--- config.mk ---
export PLATFORM = sky130hd
export DESIGN_NAME = timer
export DESIGN_NICKNAME = d
export VERILOG_FILES = /design/src/rtl/timer.sv
export SDC_FILE = /design/constraint.sdc
export NUM_CORES = 1
export LEC_CHECK = 0
export CAP_MARGIN = 0
export CORE_MARGIN = 10
export CORE_UTILIZATION = 35
export DETAILED_ROUTE_END_ITERATION = 7
export PLACE_DENSITY = 0.58
export SYNTH_ARGS = -nofsm -noshare
export SYNTH_HDL_FRONTEND = slang
export SYNTH_SLANG_ARGS = --single-unit
--- constraint.sdc ---
create_clock -name clk -period 5.7 [get_ports clk]
set_clock_uncertainty 0.15 [all_clocks]
set_input_delay 0.855 -clock clk [delete_from_list [all_inputs] [get_ports clk]]
set_output_delay 0.855 -clock clk [all_outputs]
set_load 0.01 [all_outputs]
--- src/rtl/timer.sv ---
// -----------------------------------------------------------------------------
// timer -- memory-mapped countdown timer behind the system bridge.
//
// The CPU sees three word registers selected by the bridge address bits [3:2]:
//   Addr 0  CTRL    bit0 Enable, bits[2:1] Mode (01 auto-reload, else one-shot),
//                   bit3 IM (1 = IRQ enabled); bits [31:4] read as 0
//   Addr 1  PRESET  32-bit reload value, read/write
//   Addr 2  COUNT   current count, read-only
//   Addr 3  reserved, reads 0, writes ignored
//
// A four-state FSM (IDLE -> LOAD -> CNT -> INT) loads PRESET into COUNT,
// counts down to zero and raises an internal irq_flag on expiry. IRQ is the
// flag gated by IM. In auto-reload mode the flag is a one-cycle pulse and the
// count restarts; in one-shot mode Enable is dropped and the flag is held
// until the CPU writes CTRL or PRESET.
//
// Ports
//   clk    in   1   system clock, all state changes on the rising edge
//   reset  in   1   synchronous active-high reset
//   Addr   in   2   word select
//   We     in   1   write strobe, already qualified by the bridge address hit
//   Din    in  32   write data
//   Dout   out 32   read data, combinational from Addr
//   IRQ    out  1   level interrupt request toward the CPU
// -----------------------------------------------------------------------------
module timer (
  input  logic        clk,
  input  logic        reset,
  input  logic [1:0]  Addr,
  input  logic        We,
  input  logic [31:0] Din,
  output logic [31:0] Dout,
  output logic        IRQ
);

  typedef enum logic [1:0] {
    S_IDLE = 2'd0,
    S_LOAD = 2'd1,
    S_CNT  = 2'd2,
    S_INT  = 2'd3
  } state_t;

  localparam logic [1:0] ADDR_CTRL   = 2'd0;
  localparam logic [1:0] ADDR_PRESET = 2'd1;
  localparam logic [1:0] ADDR_COUNT  = 2'd2;

  localparam logic [1:0] MODE_RELOAD = 2'b01;

  // Architectural state
  state_t      state;
  logic [3:0]  ctrl;
  logic [31:0] preset;
  logic [31:0] count;
  logic        irq_flag;

  // Next-state values produced by the combinational process
  state_t      state_nxt;
  logic [3:0]  ctrl_nxt;
  logic [31:0] preset_nxt;
  logic [31:0] count_nxt;
  logic        irq_flag_nxt;

  // Decoded control fields
  logic        enable;
  logic        auto_reload;
  logic        im;

  // Bus decode
  logic        wr_ctrl;
  logic        wr_preset;
  logic        raise_im;
  logic        fsm_set_irq;

  assign enable      = ctrl[0];
  assign auto_reload = (ctrl[2:1] == MODE_RELOAD);
  assign im          = ctrl[3];

  assign wr_ctrl   = We && (Addr == ADDR_CTRL);
  assign wr_preset = We && (Addr == ADDR_PRESET);

  // A CTRL write that turns IM on from off is unmasking a pending interrupt,
  // not acknowledging it, so it leaves irq_flag alone. Every other CTRL write
  // and every PRESET write acknowledges.
  assign raise_im = wr_ctrl && Din[3] && !ctrl[3];

  // ---------------------------------------------------------------------------
  // State register
  // ---------------------------------------------------------------------------
  // NOTE: sequential state uses non-blocking assignments so every register
  // samples the values from before the edge, regardless of statement order.
  always_ff @(posedge clk) begin
    if (reset) begin
      state    <= S_IDLE;
      ctrl     <= '0;
      preset   <= '0;
      count    <= '0;
      irq_flag <= 1'b0;
    end else begin
      state    <= state_nxt;
      ctrl     <= ctrl_nxt;
      preset   <= preset_nxt;
      count    <= count_nxt;
      irq_flag <= irq_flag_nxt;
    end
  end

  // ---------------------------------------------------------------------------
  // Next-state logic: FSM first, then CPU writes layered on top so the CPU
  // value wins wherever both touch the same register in one cycle.
  // ---------------------------------------------------------------------------
  always_comb begin
    // NOTE: every output of this block gets a hold value first, so no path
    // leaves a signal unassigned and no latch is inferred.
    state_nxt    = state;
    ctrl_nxt     = ctrl;
    preset_nxt   = preset;
    count_nxt    = count;
    irq_flag_nxt = irq_flag;
    fsm_set_irq  = 1'b0;

    unique case (state)
      S_IDLE: begin
        if (enable) begin
          state_nxt = S_LOAD;
        end
      end

      S_LOAD: begin
        count_nxt = preset;
        state_nxt = S_CNT;
      end

      S_CNT: begin
        if (!enable) begin
          state_nxt = S_IDLE;
        end else if (count <= 32'd1) begin
          // PRESET of 0 or 1 both expire here; COUNT never wraps below 0.
          count_nxt    = '0;
          irq_flag_nxt = 1'b1;
          fsm_set_irq  = 1'b1;
          state_nxt    = S_INT;
        end else begin
          count_nxt = count - 32'd1;
        end
      end

      S_INT: begin
        if (auto_reload) begin
          irq_flag_nxt = 1'b0;
          state_nxt    = S_LOAD;
        end else begin
          ctrl_nxt[0] = 1'b0;
          state_nxt   = S_IDLE;
        end
      end

      default: begin
        state_nxt = S_IDLE;
      end
    endcase

    // CPU writes. A CTRL write overrides the one-shot Enable clear above.
    if (wr_ctrl) begin
      ctrl_nxt = Din[3:0];
    end
    if (wr_preset) begin
      preset_nxt = Din;
    end

    // Acknowledge, unless the FSM is setting the flag on this same edge.
    if (((wr_ctrl && !raise_im) || wr_preset) && !fsm_set_irq) begin
      irq_flag_nxt = 1'b0;
    end
  end

  // ---------------------------------------------------------------------------
  // Read mux and interrupt output
  // ---------------------------------------------------------------------------
  always_comb begin
    Dout = '0;
    unique case (Addr)
      ADDR_CTRL:   Dout = {28'd0, ctrl};
      ADDR_PRESET: Dout = preset;
      ADDR_COUNT:  Dout = count;
      default:     Dout = '0;
    endcase
  end

  assign IRQ = im & irq_flag;

endmodule

==> summary.md <==
| Metric | Value |
|---|---|
| Status | completed |
| Final hold violation count | 0 |
| H-tree Lvls | 3 |
| Row count | 38 |
| Syn_nets | 555 |
| Fin nets | 605 |
| Area Overhead vs Synth | 24.5% |
| Yosys synthesis warning count | 0 |
| Clk sinks | 71 |
| Ys flop type | dfxtp_1 |
| Remaining global-route overflow | 0 |
| RSZ-0062 raised after global routing | no |
| Number of global-route vias before repair | 4,040 |
| Final Max Slew Viols | 0 |
| Hold path start | preset[30] |
| Global-route wire length before repair | 20.6 mm |
| Synth top area share | 0.366 |
| Worst Hold Slack | 321 ps |
| Leak | 1.72 nW |
| Clock transition at the registers of the reported paths | 70 ps |
| GRT Overall Usage | 0.155 |
| Synthesized area per cell | 7.53 sq um |
| First-pass DRT Iterations | 4 |
| CP bufs+invs | 3 |
| Final setup fails | 0 |
| Multiplexer area fraction after synthesis | 0.0470 |
| VDD IR-drop max | 0.000122 V |
| Largest family of logic cells by synthesized area | simple AND/OR/NAND/NOR gates |
| Routability cong. | 0.870 |
| Final-layout fill cell count | 1,131 |
| Post_cts resized | 0 |
| Crit path cell chain | clkdlybuf4s50_1 > nor2b_2 > buf_4 > a22o_1 > clkdlybuf4s50_1 |
| Post-synth ARST share | 0 |
| Post-synthesis cell count | 516 |
| Die ar. | 15,700 sq um |
| IO buf count | 69 |
| Fmax | 243 MHz |
| Die height | 125 um |
| Antenna-violating nets left | 0 |
| Drt total wl | 12.6 mm |
| CP Capture Type | output pin |
| Share of cells above drive strength 1 | 0.0651 |
| Power density cells | 210 nW/um^2 |
| Hold Crit Depth | 2 |
| WP depth | 5 |
| Relative slew margins | 0.325 |
| Setup TNS | 0 ps |
| Largest cells by area after synthesis | dfxtp_1, nand2_1, a21oi_1 |
| Post-synthesis adder-cell area fraction | 0.00644 |
| Slew @ Worst Pin | 1010 ps |
| Register area share after synthesis | 0.366 |
| Largest area contributor in the netlist | dfxtp_1 |
| Clk root buf | clkbuf_8 |
| Min cycle time layout | 4110 ps |
| Synth Register Bits | 71 |
| Detailed-route DRC error count | 0 |
| Initial core utilization | 0.359 |
| Worst setup startpoint | Addr[1] |
| Crit-path slowest cell | clkdlybuf4s50_1 |
| Synth Area in Simple Gates | 0.267 |
| Wire length per cell | 17.8 um |
| TritonCTS Buffers | 9 |
| Largest net degree at the start of global routing | 65 |
| Diodes inserted | 0 |
| Initial antenna violation count | 0 |
| Vias | 4,003 |
| XOR/XNOR Fraction of Synth Area | 0.00225 |
| Worst R2R Start | count[4] |
| Core Area | 10,800 sq um |
| Synth unique cells | 46 |
| Worst-Skew Late Latency | 340 ps |
| Maximum root-to-sink buffer count | 2 |
| Reg2reg path depth | 6 |
| Worst EP arrival | 3110 ps |
| Setup CP Type | input pin to output pin |
| Most frequent CP cell | clkdlybuf4s50_1 |
| Initial drt markers | 369 |
| Fin crit share | 0.722 |
| Critical path launch point type | input pin |
| # hold bufs at CTS | 0 |
| Post-synthesis compound-gate area fraction | 0.263 |
| Family with the most delay on the worst path | buffers and inverters |
| Max FO, Critical Path | 19 |
| Hold Crit Class | register to register |
| Critical Path RT | 4700 ps |
| EDFF count, synth | 0 |
| Post-synth top cells | nand2_1, dfxtp_1, a21oi_1, clkbuf_1, nor2_1 |
| Post-CTS Setup Bufs | 0 |
| Width of the die | 125 um |
| Hpwl dp | 8.68 mm |
| Count leader, synth | nand2_1 |
| Largest stage delay on the critical path | 680 ps |
| Synthesized area | 3890 sq um |
| CTS tree | done |
| Max cap viols | 0 |
| # IOs | 70 |
| Via-per-instance ratio | 5.65 |
==> worst min-delay path, cell delays in order, from the launching register on <==
cell and delay [ps]:
dfxtp_1 320, nand2_1 50, a21oi_1 50
==> cell families (layout without fill, tap and decap cells) <==
family                     Yosys count  count (layout)
and+or+nand+nor                    220             220
AOI/OAI and AO/OA                  157             157
DFF                                 71              71
buffers and inverters               47              99
muxes                               18              18
adders and majority gates            2               2
xor gates and xnor gates             1               1
==> cell type report <==
class | count | area (sq um) | share of cell area
tap | 140 | 175 | 0.0362
sequential | 71 | 1420 | 0.294
multi-input combinational | 398 | 2290 | 0.473
timing repair buffer | 78 | 753 | 0.156
clock inverter | 1 | 5.00 | 0.00103
inverter | 8 | 30.0 | 0.00620
clock buffer | 12 | 165 | 0.0341
==> layout by cell type (no fill, tap or decap), types with 4 or more instances in the layout <==
cell type        synthesis  routed
nor2b_1                  7       5
o21ai_0                 12      12
nor2_1                  32      31
and2_1                   4       4
o211ai_1                 5       5
clkdlybuf4s50_1          0      68
a21oi_1                 67      66
nor4_1                  11      11
inv_1                    8       8
nand3_1                 16      16
nor3_1                  18      18
clkbuf_8                 0      12
dfxtp_1                 71      71
a31oi_1                 10      10
o31ai_1                  5       5
a22o_1                  27      27
nor3b_1                  4       4
nand4_1                  6       6
mux2i_1                 16      16
a211oi_1                 4       4
buf_4                    0       9
o22ai_1                  7       7
nand2_1                105     105
a32oi_1                  6       6
==> registers in the layout (all words and copies together) (netlist names) <==
signal,cells
count,32
ctrl,4
irq_flag,1
preset,32
state,2
==> worst paths after layout <==
path,slack (ps),to
worst max-delay path,1590,Dout[31]
worst min-delay path,320,preset[30]
worst max register to register,2700,count[24]
worst min register to register,320,preset[30]
==> per-stage QoR <==
| stage | util | setup slack, ps | instance area [sq um] | power [W] | instances |
|---|---|---|---|---|---|
| after global placement | 0.431 | 1630 | 4670 | 0.000665 | 695 |
| after floorplan | - | 2640 | 3890 | 0.000603 | 516 |
| final | 0.447 | 1590 | 4840 | 0.00102 | 708 |
| after global routing | 0.447 | 1480 | 4840 | 0.00107 | 708 |
| after detailed placement | 0.431 | 1580 | 4670 | 0.000666 | 695 |
| after CTS | 0.447 | 1560 | 4840 | 0.00103 | 708 |
==> per-layer routing <==
metal  GRT usage  vias to the layer above  wire length, um
met1       0.193                     1874             5830
met3      0.0465                       20              813
met5           0                        -                0
met2       0.253                      120             5740
li1            -                     1989                -
met4      0.0440                        0              188
==> power breakdown <==
part | leakage [nW] | internal [W] | switching (W)
logic | 1.06 | 0.0000606 | 0.0000781
clock network | 0.0902 | 0.000186 | 0.000177
registers | 0.575 | 0.000506 | 0.0000111
total | 1.72 | 0.000753 | 0.000266
Power figures use the tool's default switching activity.
